<file path="src/rtl/mem_stream_pkg.sv">
// mem_stream_pkg: FSM state types and word-addressing constants shared by the memory stream server
package mem_stream_pkg;
  typedef enum logic [2:0] {R_IDLE, R_ISSUE, R_CAPT, R_PRESENT, R_ACK} rd_state_t;
  typedef enum logic [1:0] {W_IDLE, W_COMMIT, W_ACK} wr_state_t;
  localparam int WORD_BYTES = 4;
  localparam int ADDR_SHIFT = 2;
endpackage

</file>
<file path="src/rtl/mem_addr_xlate.sv">
// mem_addr_xlate: byte address to SRAM word index with range check against the mapped window
module mem_addr_xlate import mem_stream_pkg::*; #(
  parameter int          MEM_AW    = 12,
  parameter logic [63:0] BASE_ADDR = 64'd0
) (
  input  logic [63:0]       addr,
  output logic [MEM_AW-1:0] idx,
  output logic              in_range
);
  logic [63:0] off;
  assign off = addr - BASE_ADDR;
  assign idx = off[ADDR_SHIFT +: MEM_AW];
  assign in_range = addr >= BASE_ADDR && off < (64'(WORD_BYTES) << MEM_AW);
endmodule

</file>
<file path="src/rtl/mem_stream_server.sv">
// mem_stream_server: serves word-at-a-time read/write stream handshakes from a 1-cycle-latency SRAM
module mem_stream_server import mem_stream_pkg::*; #(
  parameter int          MEM_AW    = 12,
  parameter logic [63:0] BASE_ADDR = 64'd0
) (
  input  logic              clk,
  input  logic              reset,
  input  logic              read_enable,
  input  logic [63:0]       read_addr,
  input  logic              finish_read,
  output logic [63:0]       read_ready,
  output logic [31:0]       read_data,
  input  logic              write_enable,
  input  logic [63:0]       write_addr,
  input  logic [31:0]       write_data,
  input  logic              finish_write,
  output logic [63:0]       write_ready,
  output logic              mem_ce,
  output logic              mem_we,
  output logic [MEM_AW-1:0] mem_addr,
  output logic [31:0]       mem_wdata,
  input  logic [31:0]       mem_rdata,
  output logic              addr_err,
  output logic [31:0]       rd_count,
  output logic [31:0]       wr_count
);
  rd_state_t r_state, r_next;
  wr_state_t w_state, w_next;
  logic [MEM_AW-1:0] rd_idx, wr_idx;
  logic rd_in, wr_in, rd_ok;
  mem_addr_xlate #(.MEM_AW(MEM_AW), .BASE_ADDR(BASE_ADDR)) u_rd_xlate (
    .addr(read_addr), .idx(rd_idx), .in_range(rd_in)
  );
  mem_addr_xlate #(.MEM_AW(MEM_AW), .BASE_ADDR(BASE_ADDR)) u_wr_xlate (
    .addr(write_addr), .idx(wr_idx), .in_range(wr_in)
  );
  always_comb begin
    r_next = r_state == R_IDLE    ? (read_enable && !write_enable && w_state == W_IDLE ? R_ISSUE : R_IDLE)
           : r_state == R_ISSUE   ? R_CAPT
           : r_state == R_CAPT    ? R_PRESENT
           : r_state == R_PRESENT ? (read_enable ? R_ACK : R_IDLE)
           : finish_read ? R_ISSUE : read_enable ? R_ACK : R_IDLE;
    w_next = w_state == W_IDLE   ? (write_enable && r_state == R_IDLE ? W_COMMIT : W_IDLE)
           : w_state == W_COMMIT ? W_ACK
           : finish_write ? W_COMMIT : write_enable ? W_ACK : W_IDLE;
    mem_ce = (r_state == R_ISSUE && rd_in) || (w_state == W_COMMIT && wr_in);
    mem_we = w_state == W_COMMIT && wr_in;
    mem_addr = w_state == W_COMMIT ? wr_idx : r_state == R_ISSUE ? rd_idx : '0;
    mem_wdata = w_state == W_COMMIT ? write_data : '0;
    read_ready = {63'd0, r_state == R_PRESENT};
    write_ready = {63'd0, w_state == W_COMMIT};
  end
  always_ff @(posedge clk) begin
    if (!reset) begin
      r_state <= R_IDLE;
      w_state <= W_IDLE;
      rd_ok <= 1'b0;
      read_data <= '0;
      addr_err <= 1'b0;
      rd_count <= '0;
      wr_count <= '0;
    end else begin
      r_state <= r_next;
      w_state <= w_next;
      if (r_state == R_ISSUE) rd_ok <= rd_in;
      if (r_state == R_CAPT) read_data <= rd_ok ? mem_rdata : '0;
      if (r_state == R_PRESENT) rd_count <= rd_count + 32'd1;
      if (w_state == W_COMMIT) wr_count <= wr_count + 32'd1;
      if ((r_state == R_CAPT && !rd_ok) || (w_state == W_COMMIT && !wr_in)) addr_err <= 1'b1;
    end
  end
endmodule

</file>
<file path="config.mk">
export PLATFORM = sky130hd
export DESIGN_NAME = mem_stream_server
export DESIGN_NICKNAME = d
export VERILOG_FILES = /design/src/rtl/mem_stream_pkg.sv /design/src/rtl/mem_addr_xlate.sv /design/src/rtl/mem_stream_server.sv
export SDC_FILE = /design/constraint.sdc
export NUM_CORES = 1
export LEC_CHECK = 0
export ABC_AREA = 1
export ABC_CLOCK_PERIOD_IN_PS = 2000
export BUFFER_PORTS_ARGS = -buffer_cell sky130_fd_sc_hd__buf_2
export CAP_MARGIN = 25
export CORE_AREA = 5 5 177 179
export DETAILED_ROUTE_END_ITERATION = 6
export DIE_AREA = 0 0 182 184
export PLACE_DENSITY = 0.47
export SETUP_SLACK_MARGIN = 0.5
export SYNTH_ARGS = -nofsm -noshare
export SYNTH_HDL_FRONTEND = slang
export SYNTH_SLANG_ARGS = --single-unit
</file>
<file path="constraint.sdc">
create_clock -name clk -period 2 [get_ports clk]
set_input_delay 0.2 -clock clk [delete_from_list [all_inputs] [get_ports clk]]
set_output_delay 0.2 -clock clk [all_outputs]
set_load 0.005 [all_outputs]
</file>
# Word level (Yosys, flattened, before mapping)
# Index checks and enable logic that the tools add are counted.
word_totals:
  out_inout_bits: 271
  register_bits: 103
  elab_cells: 49
  in_bits: 198
classes:
  addsub: 2
  eq_ne: 4
  mux: 16
  reduce_logical: 16
  magnitude_cmp: 4
op_table:
  columns: ["operator", "n"]
  rows:
  - ["$ge A64 B1 Y1 const B", 2]
  - ["$lt A64 B15 Y1 const B", 2]
  - ["$add A32 B1 Y32 const B", 2]
  - ["$mux W32", 2]
  - ["$mux W12", 2]
  - ["$mux W3", 6]
  - ["$logic_and A1 B1 Y1", 9]
  - ["$mux W2", 4]
  - ["$eq A3 B2 Y1 const B", 2]
  - ["$eq A3 B1 Y1 const B", 1]
  - ["$logic_not A1 Y1", 3]
  - ["$logic_not A3 Y1", 1]
  - ["$eq A2 B1 Y1 const B", 1]
  - ["$logic_not A2 Y1", 1]
  - ["$logic_or A1 B1 Y1", 2]
  - ["$mux W1", 2]

# Longest topological paths before layout
# Gate-level depths: netlist of run 1.
logic_depth:
  depth_word: 6
  mapped_depth: 10
  depth_no_buf: 10

# Modules after synthesis
# A second synthesis of run 1 with hierarchy kept.
hier_totals:
  hier_cells: 1115
  area_unflattened_um2: 7026.7
modules_own_cells:
  columns: ["mod", "instances", "seq_area_each_um2", "area_per_inst_um2", "cells_each"]
  rows:
  - ["mem_stream_server", 1, 2062.0, 6313.6, 955]
  - ["mem_addr_xlate", 2, 0.0, 356.6, 80]

# Worst setup path after synthesis of run 1
# OpenSTA, ideal clock, no wires.
synth_timing:
  kind: "reg2reg"
  from: "register wr_count[0]"
  to: "register wr_count[24]"
  arrival_time_ps: 1362
  setup_time_ps: 115
  setup_slack_ps: 523
  path_buffers: 0
  synth_period_minus_slack_ps: 1477
  t_required_ps: 1885
  stages_incl_launch_ff: 9
  path_cell_list: "dfxtp_1 > ha_1 > inv_1 > nor3_4 > nand3_4 > nor2_4 > nand3_1 > nand2_1 > nor2_1"
synth_via:
  elab_chain_len: 1
synth_rtl:
  columns: ["item", "line", "rtl"]
  rows:
  - ["start, declared", "mem_stream_server.sv:25", "output logic [31:0] wr_count"]
  - ["start signal, assigned", "mem_stream_server.sv:68", "if (w_state == W_COMMIT) wr_count <= wr_count + 32'd1;"]
  - ["$add A32 B1 Y32", "mem_stream_server.sv:68", null]
# Every way passes these cells.
# A chain may end at the register's enable or synchronous reset.

# Worst setup path in the final report of run 1
layout_timing:
  from: "register w_state[0]"
  to: "output port mem_addr[10]"
layout_via:
  elab_chain_len: 2
layout_rtl:
  columns: ["item", "line", "rtl"]
  rows:
  - ["start, declared", "mem_stream_server.sv:28", "wr_state_t w_state, w_next;"]
  - ["start signal, assigned", "mem_stream_server.sv:64", "w_state <= w_next;"]
  - ["$eq A2 B1 Y1", "mem_stream_server.sv:48", "mem_addr = w_state == W_COMMIT ? wr_idx : r_state == R_ISSUE ? rd_idx : '0;"]
  - ["$mux W12", "mem_stream_server.sv:48", null]
  - ["end, declared", "mem_stream_server.sv:20", "output logic [MEM_AW-1:0] mem_addr,"]
# Every way passes these cells.

==> results of run 1 <==
[cell type report]
class                      instances  area [um2]  share of cell area (%)
multi-input combinational        824        4310                    42.2
timing repair buffer             407        2550                    25.0
sequential                       103        2100                    20.6
tap                              390         488                    4.77
inverter                         119         467                    4.57
clock buffer                       9         225                    2.20
clock inverter                     6        68.8                   0.673
antenna                            1        2.50                  0.0245
[cells in the mapped netlist]
cell type	instances	area share, %
buf_4	129	14
nor2_2	3	0.28
buf_1	5	0.28
o21ai_0	31	2.3
inv_2	2	0.11
buf_2	7	0.52
nor3b_1	1	0.11
nand3_4	2	0.52
nand2_1	225	12
xor2_1	3	0.39
inv_1	117	6.5
a21oi_1	70	5.2
nand4_1	24	2.2
clkbuf_1	14	0.78
nand3_2	1	0.15
o21a_1	4	0.44
ha_1	2	0.37
nor3_2	2	0.30
dfxtp_1	103	30
o21bai_1	5	0.56
or2_2	1	0.093
and2_0	1	0.093
a31oi_1	2	0.18
nand3_1	83	6.1
nor3_4	1	0.24
nor3_1	18	1.3
a211oi_1	2	0.22
nand3b_1	2	0.22
conb_1	1	0.055
nor2_4	7	1.2
nor2_1	202	11
nor2_8	1	0.30
nand2_2	5	0.46
[worst reg2reg max path: cells and delay by family, from the launching register on]
family,cells,cell delay (ns)
buffers and inverters,2,0.30
flip-flops,1,0.35
AND/OR/NAND/NOR,7,0.89
[final timing paths]
| path | endpoint | slack, ns |
|---|---|---|
| min reg2reg | read_data[17]$_SDFFE_PN0N_ | 0.46 |
| max reg2reg | wr_count[28]$_SDFFE_PN0P_ | 0.37 |
| max | mem_addr[10] | 0.28 |
| min | r_state[2]$_SDFF_PP0_ | 0.02 |
[per-layer routing]
layer / wire, um / up-vias
li1: - / 3914
met1: 11400 / 3460
met2: 13100 / 249
met3: 1980 / 28
met4: 447 / 2
met5: 7 / -
[flip-flops by register name (all words and copies together) (netlist names)]
register / count
read_data: 32
addr_err: 1
r_state: 3
wr_count: 32
w_state: 2
rd_ok: 1
rd_count: 32
[power groups by stage]
stage | Clock (mW) | Combinational [mW] | Sequential [mW]
after floorplan | 0 | 0.435 | 2.12
after global placement | 0 | 0.610 | 2.12
after detailed placement | 0 | 0.615 | 2.12
after CTS | 1.92 | 0.854 | 2.07
after global routing | 1.98 | 1.03 | 2.07
final | 1.83 | 0.942 | 2.07
[what timing repair did]
| item | 4_1_cts | 5_1_grt |
|---|---|---|
| endpoints found under the setup margin | 75 | 105 |
| setup buffers | 34 | 16 |
| pin swaps | 15 | 29 |
| gates resized for setup | 120 | 151 |
| endpoints found under the hold margin | 0 | 0 |
| cloned | 5 | 1 |
[logic make-up after synthesis]
| family | Yosys count | synth area share, % |
|---|---|---|
| AND/OR/NAND/NOR | 579 | 37.3 |
| flip-flops | 103 | 30.5 |
| AO/OA/AOI/OAI | 114 | 8.88 |
| adder cells (fa/ha/maj) | 2 | 0.370 |
| XOR/XNOR | 3 | 0.389 |
| other | 1 | 0.0555 |
| buffers and inverters | 274 | 22.5 |
[metrics by stage]
step                power, mW  area (um2)  worst slack (ns)
finish                   4.84       10200             0.281
global route             5.08       10200             0.201
CTS                      4.84        9560             0.184
detailed placement       2.73        8470             0.273
global placement         2.73        8470             0.321
floorplan                2.55        7230             0.523
==> reports/qor.txt, run 1 <==
DR pass1 iterations: 4
Logic pwr share: 19.4%
Worst VDD drop: 0.000319 V
Max Clk Rate: 582 MHz
Vias per Instance: 4.12
Clk pwr share: 37.8%
Mapped Area: 6760 um2
Bufs on Longest Clock Path: 2
Commonest non-fill, non-tap cells in the layout: 333 x buf_2, 206 x nand2_1, 155 x nor2_1
Tmin final: 1.72 ns
Yosys reg bits: 103
Crit path max-delay cell type: dfxtp_2
Total power per unit cell area: 474 nW/um2
FF-to-FF path depth: 9
Number of buffers created by CTS: 9
Mapped Cells: 1076
Status: complete, no violations
Placed cells: 1787
Total GRT Usage: 14.9%
YS warnings: 0
Cts hold-fix bufs: 0
Final Cycle Share: 86.0%
Pleak: 5.08 nW
Worst-skew pair later-pin latency: 0.36 ns
Delay-heaviest family, CP: buffers and inverters
Seq/Total Area, Yosys: 30.5%
Synth cell types: 33
Vias post-DR: 7653
Sequential share of power: 42.7%
Largest net degree at the start of global routing: 46
TNS Setup: 0 ns
GP Congestion: 0.827
Share of cells above drive strength 1: 40.2%
RSZ-0062 raised after global routing: true
Clock Sink Count: 103
Commonest non-fill, non-tap cell in the layout: buf_2
Reg2Reg Launch Point: w_state[0]$_SDFF_PN0_
Max Clock Skew: 0.0113 ns
Crit Path Category: register to output pin
Clk root buf: clkbuf_16
Rel. slew slack: 62.3%
Worst EP required: 1.80 ns
Slew Limit Fails: 0
I/O Buffers: 338
GR peak layer: met2
Worst path cell trace: buf_6 > nand2_8 > buf_12 > buf_16 > nand2_1 > o21ai_2 > buf_2
Initial Util: 23.0%
Post-DRT Antenna Nets: 0
Vias in the first global route: 7372
First-pass GRT wire length: 40.2 mm
Number of H-tree levels: 3
Net Switching: 1.36 mW
CTS clk-pin slew, worst paths: 0.08 ns
Nets@finish: 1664
DP Wirelength: 20.4 mm
Avg Cell Area, Syn: 6.29 um2
Max_cap viols: 0
Die H: 184 um
Die extent in x: 182 um
CP Data Arrival Time: 1.52 ns
Final core occ: 34.8%
WP buf/inv: 4
Area of the core: 29400 um2
Syn-to-layout area delta: 51.1%
Crit end category: output pin
Hold path depth: 2
GRT met1 Usage: 19.0%
Total wire length: 27.0 mm
Worst path max stage delay: 0.34 ns
Final Hold Viols: 0
Internal power: 3.48 mW
# rows: 63
Critical Path Fanout Max: 8
Worst hold slack: 0.0218 ns
Met3 usage: 4.16%
Worst slew pin tran: 0.565 ns
Hold Path Origin: finish_read
IO Count: 469
DR WL/cell: 14.5 um
Antenna violations before repair: 4
Worst setup startpoint: w_state[0]$_SDFF_PN0_
Worst hold path type: input port to register
DRC Markers: 0
Iteration-0 DRC Markers: 326
Sw Share: 28.1%
Worst Setup Start Kind: register
Overflow after GRT: 0
Die Area: 33500 um2
Stages on worst setup path: 7
CTS tree: built
Post-route insts no fill: 1859
Grt met2 use: 25.3%
Fillers: 3260
Final setup violation count: 0
Power figures use the tool's default switching activity.
==> run 2, diff against run 1 <==
--- a/config.mk
+++ b/config.mk
@@ -12,8 +12,10 @@
 export CORE_AREA = 5 5 177 179
 export DETAILED_ROUTE_END_ITERATION = 6
 export DIE_AREA = 0 0 182 184
+export HOLD_SLACK_MARGIN = 0.1
 export PLACE_DENSITY = 0.47
 export SETUP_SLACK_MARGIN = 0.5
+export SKIP_LAST_GASP = 1
 export SYNTH_ARGS = -nofsm -noshare
 export SYNTH_HDL_FRONTEND = slang
 export SYNTH_SLANG_ARGS = --single-unit
==> reports/qor.txt, run 2 (synthesis results as in run 1) <==
Status: complete, no violations
FF-to-FF path depth: 9
Total power: 4.88 mW
Die Area: 33500 um2
Post-route insts no fill: 1882
Commonest non-fill, non-tap cells in the layout: 333 x buf_2, 206 x nand2_1, 155 x nor2_1
Iteration-0 DRC Markers: 343
Worst-skew pair later-pin latency: 0.36 ns
Worst slew pin tran: 0.564 ns
Final setup violation count: 0
Vias in the first global route: 7483
DR WL/cell: 14.4 um
Overflow after GRT: 0
Crit Path Category: register to output pin
Clk root buf: clkbuf_16
Max Clock Skew: 0.0109 ns
Design Area, Final: 10500 um2
DP Wirelength: 20.4 mm
Share of cells above drive strength 1: 39.5%
I/O Buffers: 338
Die extent in x: 182 um
Pleak: 5.18 nW
CTS tree: built
Die H: 184 um
GP Congestion: 0.827
DRC Markers: 0
Total GRT Usage: 15.0%
Vias post-DR: 7744
Post-route setup slack: 0.283 ns
Total power per unit cell area: 467 nW/um2
CP Data Arrival Time: 1.52 ns
Setup WS pre-CTS: 0.273 ns
Worst VDD drop: 0.000322 V
Final core occ: 35.6%
Initial Util: 23.0%
Reg2Reg Launch Point: w_state[0]$_SDFF_PN0_
RR Endpoint: wr_count[10]$_SDFFE_PN0P_
Worst Hold Endpoint: read_data[22]$_SDFFE_PN0N_
CTS clk-pin slew, worst paths: 0.08 ns
IO Count: 469
Area post-placement: 8470 um2
Max_cap viols: 0
TNS Setup: 0 ns
DR pass1 iterations: 6
RSZ-0062 raised after global routing: true
Diode count: 0
Post-DRT Antenna Nets: 0
Hold path depth: 3
Crit end category: output pin
Number of buffers created by CTS: 9
Regs by FF count: rd_count x32, read_data x32, wr_count x32
Syn-to-layout area delta: 54.6%
First-pass GRT wire length: 40.5 mm
Number of H-tree levels: 3
Slew Limit Fails: 0
# rows: 63
R2R setup slack: 0.37 ns
Max Clk Rate: 583 MHz
Rel. slew slack: 62.3%
Vias per Instance: 4.11
Nets@finish: 1688
Antenna violations before repair: 3
Total wire length: 27.1 mm
Final Hold Viols: 0
Fillers: 3236
Worst EP required: 1.80 ns
Bufs on Longest Clock Path: 2
Tmin final: 1.72 ns
Worst hold path type: input port to register
Final Cycle Share: 85.8%
Worst hold slack: 0.120 ns
Commonest non-fill, non-tap cell in the layout: buf_2
Largest net degree at the start of global routing: 46
Hold Path Origin: mem_rdata[22]
Worst Setup Start Kind: register
Clock Sink Count: 103
Placed cells: 1787
Critical Path Fanout Max: 8
Area of the core: 29400 um2
==> run 2: cell types whose count changed in the layout (fill, tap and decap cells not counted) <==
cell           delta
diode_2           -1
dlygate4sd3_1    +24
dfxtp_2           -1
dfxtp_1           +1
==> run 2: how the worst max path moves through the flow <==
stage          slack [ns]                        end                     start
3_3_place_gp         0.32  wr_count[29]$_SDFFE_PN0P_     w_state[1]$_SDFF_PP0_
5_1_grt              0.20                mem_addr[0]     w_state[0]$_SDFF_PN0_
3_5_place_dp         0.27                mem_addr[7]     w_state[1]$_SDFF_PP0_
4_1_cts              0.18                     mem_ce     r_state[2]$_SDFF_PP0_
2_1_floorplan        0.52  wr_count[24]$_SDFFE_PN0P_  wr_count[0]$_SDFFE_PN0P_
6_report             0.28               mem_addr[10]     w_state[0]$_SDFF_PN0_
==> run 2: cell type report <==
| class | count | area (um2) | area share (%) |
|---|---|---|---|
| clock inverters | 6 | 68.8 | 0.658 |
| clock buffers | 9 | 225 | 2.15 |
| inverters | 119 | 467 | 4.46 |
| multi-input cells | 824 | 4310 | 41.2 |
| repair buffers | 431 | 2790 | 26.7 |
| well taps | 390 | 488 | 4.67 |
| flip-flops and latches | 103 | 2100 | 20.1 |
==> run 2: timing repair <==
item                                    CTS  global route
pin swaps                                15            29
hold endpoints to repair                 23             0
gates cloned                              5             1
buffers inserted                         34            16
hold buffers                             24             0
endpoints found under the setup margin   75           106
resized for setup                       120           150
==> run 2: power breakdown <==
group	switching [mW]	internal [mW]	leakage, nW
combinational	0.498	0.481	4.20
clock	0.856	0.975	0.142
sequential	0.0113	2.06	0.844
==> run 2: worst max-delay path: stages, from the launching register on <==
cell,delay [ns]
dfxtp_2,0.34
buf_6,0.12
nand2_8,0.13
buf_12,0.13
buf_16,0.13
nand2_1,0.07
o21ai_2,0.10
buf_2,0.12
==> run 2: routing by layer <==
| layer | vias to the layer above | GRT usage (%) | part of all wire, % |
|---|---|---|---|
| met3 | 33 | 3.88 | 7.3 |
| met5 | - | 0 | 0.026 |
| met4 | 2 | 4.41 | 2.5 |
| met2 | 264 | 25.0 | 48 |
| li1 | 3962 | - | - |
| met1 | 3483 | 19.1 | 42 |
==> run 3, diff against run 2 <==
--- a/config.mk
+++ b/config.mk
@@ -5,15 +5,15 @@
 export SDC_FILE = /design/constraint.sdc
 export NUM_CORES = 1
 export LEC_CHECK = 0
-export ABC_AREA = 1
 export ABC_CLOCK_PERIOD_IN_PS = 2000
 export BUFFER_PORTS_ARGS = -buffer_cell sky130_fd_sc_hd__buf_2
 export CAP_MARGIN = 25
-export CORE_AREA = 5 5 177 179
+export CORE_AREA = 5 5 180 182
+export CTS_BUF_LIST = sky130_fd_sc_hd__clkbuf_8 sky130_fd_sc_hd__clkbuf_16
 export DETAILED_ROUTE_END_ITERATION = 6
-export DIE_AREA = 0 0 182 184
-export HOLD_SLACK_MARGIN = 0.1
-export PLACE_DENSITY = 0.47
+export DIE_AREA = 0 0 185 187
+export HOLD_SLACK_MARGIN = 0.05
+export PLACE_DENSITY = 0.43
 export SETUP_SLACK_MARGIN = 0.5
 export SKIP_LAST_GASP = 1
 export SYNTH_ARGS = -nofsm -noshare
==> reports/qor.txt, run 3 <==
Total wire length: 26.8 mm
Commonest non-fill, non-tap cell in the layout: buf_2
DR pass1 iterations: 4
Hold Path Origin: read_enable
Worst-skew pair later-pin latency: 0.36 ns
Status: complete, no violations
Vias in the first global route: 6525
YS warnings: 0
Final Cycle Share: 99.4%
Worst VDD drop: 0.000348 V
CTS clk-pin slew, worst paths: 0.07 ns
CP Data Arrival Time: 1.79 ns
First-pass GRT wire length: 38.7 mm
Max Clock Skew: 0.00933 ns
Crit end category: output pin
Post-synth top area share: 34.0%
Synth cell types: 44
Share of cells above drive strength 1: 57.3%
Post-synth EDFFs: 0
Vias per Instance: 4.30
Mapped Area: 6070 um2
GP Congestion: 0.848
Post-DRT Antenna Nets: 0
Most used DFF post-synth: dfxtp_1
FF-to-FF path depth: 6
TNS Setup: 0 ns
Critical Path Fanout Max: 2
Worst Setup Start Kind: input port
Bufs on Longest Clock Path: 2
Hold path depth: 3
Largest net degree at the start of global routing: 86
Area of the core: 30400 um2
CTS tree: built
Max_cap viols: 0
Max Clk Rate: 503 MHz
Worst EP required: 1.80 ns
Most numerous cell in the Yosys netlist: buf_4
Worst path max stage delay: 0.59 ns
Initial Util: 19.9%
Seq/Total Area, Yosys: 34.0%
Worst Hold Endpoint: r_state[2]$_SDFF_PP0_
Commonest non-fill, non-tap cells in the layout: 303 x buf_2, 126 x conb_1, 65 x buf_4
Syn-to-layout area delta: 73.9%
Async SR Flop Fraction: 0%
Crit Path Category: input port to output pin
Die Area: 34600 um2
Clk root buf: clkbuf_16
Worst path cell trace: buf_6 > nor4_4 > buf_4 > nand4_1 > or4_4 > o21ai_1 > buf_2
DP Wirelength: 19.4 mm
Slew Limit Fails: 0
Pleak: 4.90 nW
Overflow after GRT: 0
Area leader, netlist: dfxtp_1
R2R setup slack: 0.04 ns
Top cells by count, synth: 126 x buf_4, 103 x dfxtp_1, 67 x nand2_1
Sequential cell area: 2140 um2
Number of buffers created by CTS: 9
Crit path max-delay cell type: or4_4
Clock Sink Count: 103
I/O Buffers: 338
Antenna violations before repair: 3
RSZ-0062 raised after global routing: true
Reg2Reg Launch Point: rd_count[1]$_SDFFE_PN0P_
DRC Markers: 0
Fillers: 3243
Nets@finish: 1375
# rows: 64
Final setup violation count: 0
IO Count: 469
RR Endpoint: rd_count[25]$_SDFFE_PN0P_
Die H: 187 um
Total GRT Usage: 14.2%
Tmin final: 1.99 ns
Avg Cell Area, Syn: 8.04 um2
DR WL/cell: 17.0 um
Iteration-0 DRC Markers: 191
Number of H-tree levels: 3
Vias post-DR: 6774
WP buf/inv: 3
Delay-heaviest family, CP: simple AND/OR/NAND/NOR gates
Largest cells by area after synthesis: dfxtp_1 34%, buf_4 16%, a21oi_1 5.2%, nand2_1 4.1%, nand3_1 4.0%
Worst hold path type: input port to register
Die extent in x: 185 um
Regs by FF count: rd_count x32, read_data x32, wr_count x32
Yosys reg bits: 103
Worst hold slack: 0.0866 ns
Multi-input gate area: 4250 um2
Mapped Cells: 755
Total power per unit cell area: 490 nW/um2
Final Hold Viols: 0
==> run 3: cell types whose count changed in the layout (fill, tap and decap cells not counted), sizes merged, moves of 16 or more <==
| cell | before | now |
|---|---|---|
| o21ai | 31 | 15 |
| nand2b | 0 | 16 |
| nor2 | 213 | 26 |
| nand3 | 86 | 48 |
| nor4 | 0 | 33 |
| or4 | 0 | 19 |
| and2 | 1 | 34 |
| inv | 120 | 18 |
| buf | 406 | 449 |
| nand2 | 230 | 67 |
| dlygate4sd3 | 24 | 0 |
==> run 3: worst max path at each step <==
stage	startpoint	to	slack, ns	cells after the start
6_report	write_addr[21]	mem_ce	0.01	7
5_1_grt	rd_count[0]$_SDFFE_PN0P_	rd_count[31]$_SDFFE_PN0P_	-0.07	5
4_1_cts	write_addr[15]	mem_ce	-0.004	7
3_5_place_dp	write_addr[21]	mem_ce	-0.45	7
3_3_place_gp	write_addr[21]	mem_ce	-0.47	7
2_1_floorplan	wr_count[12]$_SDFFE_PN0P_	wr_count[28]$_SDFFE_PN0P_	0.25	5
==> run 3: final cells by class <==
cell class / instances / area share (%)
clock inverters: 5 / 0.438
inverters: 15 / 0.676
multi-input cells: 593 / 40.2
well taps: 396 / 4.69
flip-flops and latches: 103 / 20.3
repair buffers: 453 / 31.2
clock buffers: 11 / 2.50
diodes: 1 / 0.0237
==> run 3: where the power goes <==
group	total (mW)	switching, mW	internal [mW]
sequential	2.07	0.0142	2.06
combinational	1.23	0.569	0.662
clock	1.87	0.894	0.980
total	5.18	1.48	3.70
==> run 3: what timing repair did <==
action,4_1_cts,5_1_grt
pin swaps,50,72
hold buffers,0,0
hold endpoints to repair,0,0
setup buffers,39,17
setup endpoints to repair,116,131
resized for setup,119,153
gates cloned,8,5
==> run 3: metal layers <==
metal  share of wire (%)  global-route usage [%]
met1                  41                    18.2
met2                  49                    23.8
met3                 8.7                    4.40
met4                 1.3                    2.60
met5                0.10                       0
==> run 3: logic make-up (layout without fill, tap and decap cells) <==
kind of cell	after synthesis	count (layout)	share of synthesized area [%]
compound gates	124	124	12.8
xor+xnor	23	23	3.32
fa+ha+maj	2	2	0.412
buf+inv	184	484	19.3
flops	103	103	34.0
mux	6	6	0.990
other cells	1	127	0.0618
simple gates	312	312	29.2
==> run 3: worst reg2reg max path, cell delays in order, from the launching register on <==
cell      delay [ns]
dfxtp_2         0.37
nand3_1         0.34
or3_4           0.51
buf_12          0.15
buf_12          0.14
o311ai_4        0.22
o41ai_2         0.11
==> run 3: per-stage QoR <==
| step | power [mW] | area (um2) | instances | setup slack, ns | util (%) |
|---|---|---|---|---|---|
| 3_5_place_dp | 2.85 | 8280 | 1491 | -0.449 | 27.2 |
| 5_1_grt | 5.45 | 10600 | 1576 | -0.0694 | 34.7 |
| 6_report | 5.18 | 10600 | 1577 | 0.0121 | 34.7 |
| 3_3_place_gp | 2.85 | 8280 | 1491 | -0.467 | 27.2 |
| 4_1_cts | 5.09 | 9640 | 1554 | -0.00385 | 31.7 |
| 2_1_floorplan | 2.62 | 6870 | 880 | 0.251 | - |
